$ cat src/rtl/uart_tx_arbiter.sv
// Round-robin, message-granular arbiter that shares one Uart transmitter
// between N byte-stream requesters, with a stall watchdog and one output byte register.
module uart_tx_arbiter #(
  parameter int N       = 4,
  parameter int W       = 8,
  parameter int TIMEOUT = 1024
) (
  input  logic           CLK,
  input  logic           RST_,
  input  logic [N-1:0]   REQ,
  input  logic [N*W-1:0] DATA,
  input  logic [N-1:0]   LAST,
  output logic [N-1:0]   ACK,
  output logic [N-1:0]   GNT,
  output logic [W-1:0]   OUT,
  output logic           OE,
  input  logic           RDY,
  output logic           ABORT
);

  localparam int PW = (N > 1) ? $clog2(N) : 1;
  localparam int CW = $clog2(TIMEOUT + 1);

  typedef enum logic {IDLE, LOCK} state_t;

  state_t         state_q, state_d;
  logic [N-1:0]   gnt_d;
  logic [PW-1:0]  p_q, p_d;
  logic [CW-1:0]  cnt_q, cnt_d;
  logic           abort_d;

  logic [PW-1:0]  g;
  logic [PW-1:0]  g_next;
  logic           g_req, g_last;
  logic [W-1:0]   g_data;
  logic           space, load;

  // First requesting lane at or after start, wrapping around.
  function automatic logic [PW-1:0] rr_pick(input logic [N-1:0] req,
                                            input logic [PW-1:0] start);
    logic [PW-1:0] pick;
    pick = start;
    for (int k = N - 1; k >= 0; k--) begin
      if (req[(int'(start) + k) % N]) pick = PW'((int'(start) + k) % N);
    end
    return pick;
  endfunction

  // NOTE: every variable written in always_comb gets a default first, so no path can infer a latch.
  always_comb begin
    g = '0;
    for (int i = 0; i < N; i++) begin
      if (GNT[i]) g = PW'(i);
    end
  end

  assign g_next = PW'((int'(g) + 1) % N);
  assign g_req  = REQ[g];
  assign g_last = LAST[g];
  assign g_data = DATA[int'(g)*W +: W];

  assign space = !OE || RDY;
  assign load  = (state_q == LOCK) && g_req && space;
  assign ACK   = load ? GNT : '0;

  always_comb begin
    state_d = state_q;
    gnt_d   = GNT;
    p_d     = p_q;
    cnt_d   = cnt_q;
    abort_d = 1'b0;
    case (state_q)
      IDLE: begin
        if (|REQ) begin
          state_d = LOCK;
          gnt_d   = '0;
          gnt_d[rr_pick(REQ, p_q)] = 1'b1;
          cnt_d   = '0;
        end
      end
      LOCK: begin
        if (load) begin
          cnt_d = '0;
          if (g_last) begin
            state_d = IDLE;
            gnt_d   = '0;
            p_d     = g_next;
          end
        end else if (!g_req) begin
          // Only an owner that has nothing to offer is stalling; RDY back-pressure is not.
          if (cnt_q == CW'(TIMEOUT - 1)) begin
            state_d = IDLE;
            gnt_d   = '0;
            p_d     = g_next;
            cnt_d   = '0;
            abort_d = 1'b1;
          end else begin
            cnt_d = cnt_q + 1'b1;
          end
        end
      end
      default: state_d = IDLE;
    endcase
  end

  // NOTE: sequential state uses non-blocking assignments so every register samples pre-edge values.
  always_ff @(posedge CLK or negedge RST_) begin
    if (!RST_) begin
      state_q <= IDLE;
      GNT     <= '0;
      p_q     <= '0;
      cnt_q   <= '0;
      ABORT   <= 1'b0;
    end else begin
      state_q <= state_d;
      GNT     <= gnt_d;
      p_q     <= p_d;
      cnt_q   <= cnt_d;
      ABORT   <= abort_d;
    end
  end

  // The output byte register drains independently of the grant state.
  always_ff @(posedge CLK or negedge RST_) begin
    if (!RST_) begin
      OUT <= '0;
      OE  <= 1'b0;
    end else if (load) begin
      OUT <= g_data;
      OE  <= 1'b1;
    end else if (RDY) begin
      OE  <= 1'b0;
    end
  end

endmodule

$ cat config.mk
export PLATFORM = sky130hd
export DESIGN_NAME = uart_tx_arbiter
export DESIGN_NICKNAME = d
export VERILOG_FILES = /design/src/rtl/uart_tx_arbiter.sv
export SDC_FILE = /design/constraint.sdc
export NUM_CORES = 1
export LEC_CHECK = 0
export CORE_MARGIN = 3
export CORE_UTILIZATION = 45
export CTS_BUF_LIST = sky130_fd_sc_hd__clkbuf_2 sky130_fd_sc_hd__clkbuf_4 sky130_fd_sc_hd__clkbuf_8
export DETAILED_ROUTE_END_ITERATION = 8
export GPL_TIMING_DRIVEN = 0
export HOLD_SLACK_MARGIN = 0.15
export PLACE_DENSITY = 0.84
export SLEW_MARGIN = 20
export SYNTH_ARGS = -nofsm -noshare
export SYNTH_HDL_FRONTEND = slang
export SYNTH_SLANG_ARGS = --single-unit
$ cat constraint.sdc
create_clock -name CLK -period 2.5 [get_ports CLK]
set_clock_uncertainty 0.15 [all_clocks]
set_input_delay 0.5 -clock CLK [delete_from_list [all_inputs] [get_ports CLK]]
set_output_delay 0.5 -clock CLK [all_outputs]
set_load 0.1 [all_outputs]
# After elaboration in Yosys (flattened, before gate mapping)
# Cells that the tools add are included.
# Widths: inputs -> output; s select.
[totals]
reg_bits = 28
inputBits = 43
out_inout_bits = 18
elab_cells = 99
[classes]
n_addsub = 5
n_lt_le_gt_ge = 7
eq_ne = 7
n_shift = 1
mux = 54
n_bitwise = 4
reduce_logical = 14
[ops]
columns = ["operator", "count"]
rows = [
  ["$mux 11", 4],
  ["$shiftx 32x6->8", 1],
  ["$mux 2", 12],
  ["$mux 4", 6],
  ["$mux 1", 22],
  ["$pmux 11 s2", 1],
  ["$bmux 1 s2", 6],
  ["$lt 3x4->1 const B", 3],
  ["$add 11x1->11 const B", 1],
  ["$eq 11x10->1 const B", 1],
  ["$lt 2x3->1 const B", 3],
  ["$pmux 4 s2", 1],
  ["$reduce_and 4->1", 2],
  ["$reduce_or 2->1", 3],
  ["$add 2x1->2 const B", 2],
  ["$add 2x2->2 const B", 2],
  ["$ne 2x2->1 const B", 2],
  ["$reduce_bool 2->1", 2],
  ["$reduce_or 4->1", 1],
  ["$and 1x1->1 const A", 3],
  ["$logic_and 1x1->1", 3],
  ["$ne 3x1->1 const B", 1],
  ["$ne 3x2->1 const B", 1],
  ["$ne 3x3->1 const B", 1],
  ["other kinds (8)", 8],
]

# Logic depth before layout (Yosys ltp)
[depth]
ltp_word = 18
depth_mapped = 7
ltp_nobuf = 6

# Worst setup path before layout
# Ideal clock, no wire load.
[synth_timing]
path_kind = "register -> output"
start = "reg GNT[3]"
end = "out ACK[1]"
arrival_ns = 2.848
required_ns = 1.850
path_slack_ns = -0.998
path_stages_with_launch = 7
n_path_buf = 2
path_cell_list = "dfrtp_1 > buf_2 > nor2_1 > a221oi_2 > and3_1 > buf_2 > and2_1"
[synth_via]
elab_chain_cells = 6
[synth_lines]
columns = ["element", "line", "source"]
rows = [
  ["start: declaration", "14", "output logic [N-1:0] GNT,"],
  ["start signal: assignment", "116", "GNT <= gnt_d;"],
  ["$mux 2", "53", "if (GNT[i]) g = PW'(i);"],
  ["$bmux 1 s2", "58", "assign g_req = REQ[g];"],
  ["$mux 1 (implied by the code)", "58", ""],
  ["$logic_and 1x1->1 (2 in a row)", "63", "assign load = (state_q == LOCK) && g_req && space;"],
  ["$mux 4", "64", "assign ACK = load ? GNT : '0;"],
  ["end: declaration", "13", "output logic [N-1:0] ACK,"],
]
# No other way between the ends. The select of a mux whose other input is x is not followed.

# Final worst setup path
[layout_timing]
start = "reg GNT[1]"
end = "out ACK[2]"
[layout_via]
elab_chain_cells = 8
[layout_lines]
columns = ["element", "line"]
rows = [
  ["$mux 1", "53"],
  ["$mux 2 (2 in a row)", "53"],
  ["$bmux 1 s2", "58"],
  ["$mux 1 (implied by the code)", "58"],
  ["$logic_and 1x1->1 (2 in a row)", "63"],
  ["$mux 4", "64"],
]
# No other way between the ends. The select of a mux whose other input is x is not followed.

==> results.md <==
- Post-synth EDFFs: 0
- Sw Share: 0.5298
- Cell variety after synth: 49
- Failing checks: setup timing
- Clk_lat worst skew: 0.28 ns
- Achievable Freq: 373.5 MHz
- ANT cells: 0
- Layout area overhead: 50.31%
- Post-synthesis mux area share: 0.06959
- Total track usage: 0.2107
- Max-cap violations: 0
- Slew Limit Fails: 0
- DRC Markers: 0
- Setup crit end kind: output pin
- Mapped Nets: 241
- 1st-pass router iterations: 4
- CP Max Fanout: 4
- # placed instances: 305
- Pre-CTS WS: -1.599 ns
- Post-synthesis xor/xnor area fraction: 0
- Initial Utilization: 0.4803
- Post-Syn Area: 0.001798 mm²
- CP required: 1.85 ns
- CTS buffer count: 3
- Period utilization: 1.071
- Leakage: 1.164 nW
- Core area: 0.003744 mm²
- Port bufs: 60
- Total wire length: 5.108 mm
- Remaining antenna violation count: 0
- Comb power frac: 0.696
- Vias in the first global route: 1768
- Pint: 1.574 mW
- Initial drt markers: 118
- RSZ-0062 raised after global routing: yes
- Fin cells: 318
- FP Rows: 22
- Max-slew headroom: 0.3315
- Max clock buf depth: 2
- Power per cell area: 1239 mW/mm²
- H-tree depth: 1
- Crit path DAT: 2.03 ns
- Post-DR wirelength/cell: 16.06 µm
- CTS tree: yes
- Crit Path Class: reg2out
- Post-synthesis sequential area ratio: 0.3897
- Fin. Hold Viols: 0
- Fraction of layout cells with a size suffix above 1: 0.1778
- Register bit total from synthesis: 28
- Dpl hpwl: 3.677 mm
- Synthesis Warnings: 0
- Io pins: 61
- Async S/R FF share, synth: 1.000
- Ys flop type: dfrtp_1
- Fin nets: 315
- Post-synthesis adder-cell area fraction: 0.006959
- Peak VDD IR: 1.305 mV
- Net Switching: 1.774 mW
- RD Place Congestion: 0.8471
- HP Class: reg2reg
- Mean Syn Cell Area: 9.127 µm²
- Die width: 69.21 µm
- Vias per cell: 5.767
- Simple-gate area share of the yosys netlist: 0.2116
- Fillers: 287
- Hold WS: 0.3365 ns
- Largest family of logic cells by synthesized area: compound AO/OA/AOI/OAI gates
- Minimum clock period: 2.677 ns
- Worst Setup Start Kind: flop
- Final worst slack: -0.1773 ns
- Flop pwr share: 0.219
- Die Ht: 69.21 µm
- Total gr overflow: 0
- Synth Area in Compound Gates: 0.2818
- Die area: 0.004790 mm²
- Initial antenna violation count: 0
- Largest net degree at the start of global routing: 29
- Status: finished, violations left
- Slew @ Worst Pin: 0.9997 ns
- CTS Root Cell: clkbuf_8
- Clock share of power: 0.085
- Final setup viols: 4
- Setup_tns: -0.6898 ns
- First-pass GRT wire length: 8.280 mm
- Util after Layout: 0.7219
- Clock transition at path regs: 0.10 ns
- Clk sinks: 28
- Total number of vias: 1834
- Mapped Cells: 197
-- synth_stat cells (2+ instances only) --
master     instances  share of area
dfrtp_1           28           0.39
nand2_1           20          0.042
nor2_1            12          0.025
a21oi_1           11          0.031
mux2i_1           11          0.061
o211ai_1          10          0.042
o21a_1             9          0.038
o21ai_0            8          0.022
a21o_1             5          0.021
a31oi_1            5          0.017
and2_1             5          0.017
nor2b_1            5          0.017
and3_1             4          0.014
buf_2              4          0.011
clkbuf_1           4         0.0083
inv_1              3         0.0063
nand3_1            3         0.0083
nor3_1             3         0.0083
o22ai_1            3          0.010
o31ai_1            3          0.013
or2_2              3          0.010
or4_1              3          0.013
a32o_1             2          0.011
buf_4              2         0.0083
nand2b_1           2         0.0070
nand4_1            2         0.0070
nor3b_1            2         0.0083
nor4_1             2         0.0070
o21bai_1           2         0.0083
o2bb2ai_1          2         0.0097
-- worst paths after layout --
check / endpoint / cells after the start / slack, ns / startpoint
setup / recovery: ACK[2] / 7 / -0.18 / GNT[1]
hold / removal: cnt_q[10] / 1 / 0.34 / cnt_q[10]
setup reg to reg: GNT[2] / 8 / 0.06 / GNT[1]
hold reg to reg: cnt_q[10] / 1 / 0.34 / cnt_q[10]
max in group asynchronous: GNT[1] / 2 / 1.09 / RST_
min in group asynchronous: cnt_q[0] / 2 / 0.62 / RST_
-- critical path: stages (launching register included) --
cell and delay (ns):
dfrtp_4 0.49, buf_6 0.13, mux2i_4 0.18, a221oi_4 0.27, and3_4 0.25, buf_8 0.11
and2_4 0.14, buf_12 0.17
-- metal layers --
metal  global-route usage  vias up  routed length [µm]
li1                     -      879                   -
met1               0.2615      871                2092
met2               0.3718       75                2636
met3              0.03913        9                 283
met4              0.05857        0                  95
met5                    0        -                   0
-- power by group through the flow --
stage                     combinational (mW)  sequential, mW  clock (mW)
after floorplan                        0.958            1.40           0
after global placement                  2.11           0.731           0
after detailed placement                2.14           0.735           0
after CTS                               2.30           0.729       0.294
after global routing                    2.46           0.754       0.308
final                                   2.33           0.733       0.286
-- kinds of logic (layout without fill, tap and decap cells) --
| kind of cell | Yosys count | after routing |
|---|---|---|
| mux | 12 | 12 |
| flops | 28 | 28 |
| compound gates | 69 | 69 |
| fa+ha+maj | 1 | 1 |
| buf+inv | 15 | 88 |
| simple gates | 72 | 72 |
-- area by class of cell --
cell class / count / area [µm²] / share of cell area
timing repair buffer: 69 / 710.7 / 0.2630
buffer: 11 / 80.08 / 0.02963
tap: 48 / 60.06 / 0.02222
multi-input combinational: 154 / 1071 / 0.3963
clock buffer: 4 / 55.05 / 0.02037
sequential: 28 / 709.4 / 0.2625
inverter: 4 / 16.27 / 0.006019
-- placed cells by master, fill, tap and decap left out, types with 3 or more instances in the layout --
cell type        count
dfrtp_1             25
buf_4               10
nor2b_1              5
mux2i_1             10
nand3_1              3
o211ai_1            10
a21oi_1             11
or4_1                3
or2_2                3
nand2_1             20
a21o_1               5
nor3_1               3
clkdlybuf4s50_1     47
inv_1                3
o31ai_1              3
and2_4               4
clkbuf_1             4
dlymetal6s2s_1       4
a31oi_1              5
clkbuf_8             4
nor2_1              11
o21a_1               9
and3_1               3
buf_12               4
o21ai_0              8
o22ai_1              3
dlygate4sd2_1        4
-- sequential cells by signal, summed over array words and instances, names as in the netlist --
signal	flops
OE	1
OUT	8
state_q	1
p_q	2
GNT	4
cnt_q	11
ABORT	1
-- through the flow --
stage | total power [mW] | area (µm²)
detailed placement | 2.874 | 2484
global placement | 2.843 | 2489
finish | 3.348 | 2703
global route | 3.519 | 2703
floorplan | 2.353 | 1828
CTS | 3.325 | 2675
-- timing repair --
| action | CTS | global route |
|---|---|---|
| setup endpoints to repair | 4 | 8 |
| gates resized for setup | 49 | 5 |
| hold buffers | 1 | 0 |
| hold endpoints to repair | 28 | 0 |
| buffers inserted | 6 | 2 |
| cloned | 0 | 0 |
| pin swaps | 2 | 0 |
Power figures use the tool's default switching activity.
==> RTL change 1 (same flow settings) <==
`W`: 8 -> 9.
--- a/src/rtl/uart_tx_arbiter.sv
+++ b/src/rtl/uart_tx_arbiter.sv
@@ -4,3 +4,3 @@
   parameter int N       = 4,
-  parameter int W       = 8,
+  parameter int W       = 9,
   parameter int TIMEOUT = 1024
Interface: changed (resized DATA and OUT); port bits go from 61 to 66. No check against the original RTL was run, so the function may have changed too.
==> RTL change 1 against the unedited design <==
  * The run still ends with setup timing left
  * Area after synthesis rose by 3.1%
  * Wire length rose by 1.7%
  * Sequential cell count rose by 1
  * Register-to-register slack got worse by 0.06 ns
  * Hold slack barely moved
  * Clock power rose by 37%
  * Worst setup slack improved by 0.019 ns
  * Cell area rose by 6.2%
  * Utilization rose by 2.9 points
  * Critical path depth did not move
  * Synthesized cell count rose by 2.0%
  * Power rose by 8.1%
  * Largest cell class unchanged
  * Largest power group unchanged
  * Highest routed layer unchanged
==> RTL change 1: results (changes against the unedited design) <==
- Final setup viols: 6 (+2)
- Fin worst setup slack: -0.158 ns (+0.0195 ns)
- CTS clock-pin slew for the worst setup and hold paths: 0.07 ns (-0.03 ns)
- Critical path's top delay family: simple AND/OR/NAND/NOR gates
- Post-placement cell count: 314 (+3.0%)
- Synth Area in Compound Gates: 25.6% (-2.6 points)
- Post-synth top cells: dfrtp_1 (29), nand2_1 (20), nor2_1 (19), a21oi_1 (17), mux2i_1 (13)
- Post_cts resized: 43 (-12%)
- P_leak: 1.19 nW (+2.6%)
- Violated checks: setup timing
- Met1 Use GR: 26.6% (+0.41 points)
- Synth area leaders: dfrtp_1 (39%), mux2i_1 (7.0%), a21oi_1 (4.6%)
- Setup TNS: -0.611 ns (+0.0784 ns)
- Dpl cell area: 2610 um2 (+4.9%)
- Total Routed Length: 5.20 mm (+1.7%)
- Largest net degree at the start of global routing: 30 (+3.4%)
- Synth Net Count: 249 (+3.3%)
- Mux contribution to synthesized area: 11.3% (+4.3 points)
- Nets: 334 (+6.0%)
- CTS Buf Count: 5 (+2)
- GRT Total Usage: 22.4% (+1.4 points)
- Maximum VDD drop: 0.893 mV (-32%)
- Vias per inst: 5.49 (-4.8%)
- Met3 Use GR: 10.1% (+6.2 points)
- Largest regs: cnt_q: 11 flops, OUT: 9 flops, GNT: 4 flops
- Routability congestion estimate: 0.794 (-6.2%)
- Detailed Place HPWL: 3.77 mm (+2.6%)
- Post-Place Worst Slack: -1.48 ns (+0.114 ns)
- Ratio of cells with drive above 1 in the final layout: 18.5% (+0.69 points)
- Initial DRC count: 172 (+46%)
- Setup repair bufs after CTS: 9 (+3)
- Non-clk bufs: 90 (+13%)
- CTS H-Tree Depth: 2 (+1)
- Status: finished, violations left
- Power density cells: 1260 nW/um2 (+1.7%)
- Sequential cell area share: 25.5% (-0.76 points)
- Inverters: 7 (+3)
- Arr. time, crit path: 2.01 ns (-0.02 ns)
- Post-synthesis cell type count: 45 (-8.2%)
-- RTL change 1: cell types whose count changed in the layout (fill, tap and decap cells not counted), sizes merged, moves of 5 or more --
cell and change:
a31oi -5, nor2 +6, o21ai -6, a21oi +7
-- RTL change 1: power breakdown --
part	internal (W)	switching [W]
Sequential	0.000620	0.000111
Clock	0.000203	0.000187
Combinational	0.000943	0.00155
-- RTL change 1: path summary, 6_finish.rpt --
path	from	to	slack [ns]	cells past startpoint
max reg2reg	GNT[1]$_DFFE_PN0P_	GNT[1]$_DFFE_PN0P_	0	9
min in group asynchronous	RST_	cnt_q[7]$_DFFE_PN0P_	0.62	2
min reg2reg	OUT[2]$_DFFE_PN0P_	OUT[2]$_DFFE_PN0P_	0.34	1
max in group asynchronous	RST_	GNT[3]$_DFFE_PN0P_	1.11	2
min	OUT[2]$_DFFE_PN0P_	OUT[2]$_DFFE_PN0P_	0.34	1
max	GNT[3]$_DFFE_PN0P_	ACK[3]	-0.16	7
==> RTL change 2 (same flow settings) <==
Made on the original files. Compare `cnt_q` against `CW'(TIMEOUT - 1)` with >= in place of ==.
--- a/src/rtl/uart_tx_arbiter.sv
+++ b/src/rtl/uart_tx_arbiter.sv
@@ -90,3 +90,3 @@
           // Only an owner that has nothing to offer is stalling; RDY back-pressure is not.
-          if (cnt_q == CW'(TIMEOUT - 1)) begin
+          if (cnt_q >= CW'(TIMEOUT - 1)) begin
             state_d = IDLE;
Behaviour: same outputs for any inputs over 4 cycles, from zero or initial values and one cycle with RST_ low; that may be too few to reach the edited logic, so the function may still have changed.
==> RTL change 2 against the unedited design <==
  * Sequential share of layout area is 0.079 points lower
  * Cell area is 0.83% higher
  * Hold slack better by 0.017 ns
  * Area after synthesis is 1.3% lower
  * Highest routed layer unchanged
  * Sequential cell count stayed put
  * Largest cell class unchanged
  * Wire length is 0.78% lower
  * Sequential power is 4.9% lower
  * Worst setup slack worse by 0.043 ns
  * The run still ends with setup timing left
  * Power is 0.30% lower
  * Utilization is 0.60 points higher
  * Critical path type unchanged
==> RTL change 2: results (changes against the unedited design) <==
- Status: finished, violations left
- Violated checks: setup timing
- R2R cell count: 6 (-2)
- WL per Instance: 15.9 um (-1.1%)
- Largest regs: cnt_q: 11 flops, OUT: 8 flops, GNT: 4 flops
- Setup repair bufs after CTS: 8 (+2)
- Synth area leaders: dfrtp_1 (39%), mux2i_1 (6.8%), mux2_2 (5.7%)
- Fin worst setup slack: -0.220 ns (-0.0431 ns)
- Final setup viols: 4 (unchanged)
- Synth Net Count: 236 (-2.1%)
- Initial DRC count: 99 (-16%)
- Via count: 1,737 (-5.3%)
- Seq/Total Area, Yosys: 39.5% (+0.49 points)
- Ratio of cells with drive above 1 in the final layout: 24.7% (+6.9 points)
- Met2 routed WL: 2.54 mm (-3.8%)
- Met2 global-route usage: 37.3% (+0.12 points)
- R2r endpoint: GNT[1]$_DFFE_PN0P_
- Slew headroom: 33.5% (+0.39 points)
- Post-synthesis cell type count: 44 (-10%)
- First-pass GRT wire length: 7.62 mm (-7.9%)
- CTS H-Tree Depth: 1 (unchanged)
- Pwr Total: 0.00334 W (-0.30%)
- Sw Pwr: 0.00168 W (-5.5%)
- Final Non-Filler Cells: 319 (+0.31%)
- Maximum VDD drop: 0.861 mV (-34%)
- Post-placement cell count: 300 (-1.6%)
- Min-Delay Path Depth: 2 (+1)
- Met1 Use GR: 28.7% (+2.6 points)
- Launch point of the worst path: GNT[3]$_DFFE_PN0P_
- Detailed Place HPWL: 3.51 mm (-4.5%)
- Vias in the first global route: 1,599 (-9.6%)
- Post-Synth Adder-Cell Area: 0.705% (+0.0088 points)
- Synth Area per Inst: 9.25 um2 (+1.3%)
- Post-Place Worst Slack: -1.72 ns (-0.124 ns)
- Worst r2r src: GNT[2]$_DFFE_PN0P_
- Synth Area in Compound Gates: 19.7% (-8.5 points)
- Routability congestion estimate: 0.853 (+0.70%)
- GRT Total Usage: 21.5% (+0.41 points)
- Setup TNS: -0.795 ns (-0.106 ns)
- Dpl cell area: 2480 um2 (-0.15%)
- Sequential share of power: 20.9% (-1.0 points)
- Port bufs: 60 (unchanged)
- WHS: 0.353 ns (+0.0167 ns)
- Mux contribution to synthesized area: 14.2% (+7.2 points)
- Post_cts resized: 43 (-12%)
- WHS Endpoint: cnt_q[10]$_DFFE_PN0P_
- Met1 WL: 2.30 mm (+9.7%)
- Post-synth top cells: dfrtp_1 (28), a21oi_1 (17), o21ai_0 (17), nor2_1 (14), nand2_1 (13)
- DR WL met3: 177 um (-37%)
- Clock share of power: 10.9% (+2.4 points)
- P_leak: 1.18 nW (+1.1%)
RTL change 2: cell types whose count changed after synthesis, moves of 4 or more:
cell and change:
a21o_1 -4, a21oi_1 +6, a22o_2 +5, a31oi_1 -4
and3_1 -4, buf_2 -4, inv_1 +7, mux2_2 +9
nand2_1 -7, nor3_1 +5, o211ai_1 -7, o21a_1 -8
o21ai_0 +9
RTL change 2: final cells by class:
| class | instances | area (um2) |
|---|---|---|
| plain buffers | 9 | 70.1 |
| clock buffers | 3 | 41.3 |
| clock inverters | 1 | 30.0 |
| fillers | 288 | 1020 |
| inverters | 10 | 37.5 |
| multi-input cells | 145 | 1020 |
| flip-flops and latches | 28 | 713 |
| well taps | 48 | 60.1 |
| repair buffers | 75 | 753 |
RTL change 2: worst max-delay path: stages, from the launching register on:
cell and delay [ns]:
dfrtp_4 0.51, or2_4 0.26, o211ai_1 0.29, nand2_2 0.17, buf_4 0.18, nor3_4 0.16, buf_12 0.20
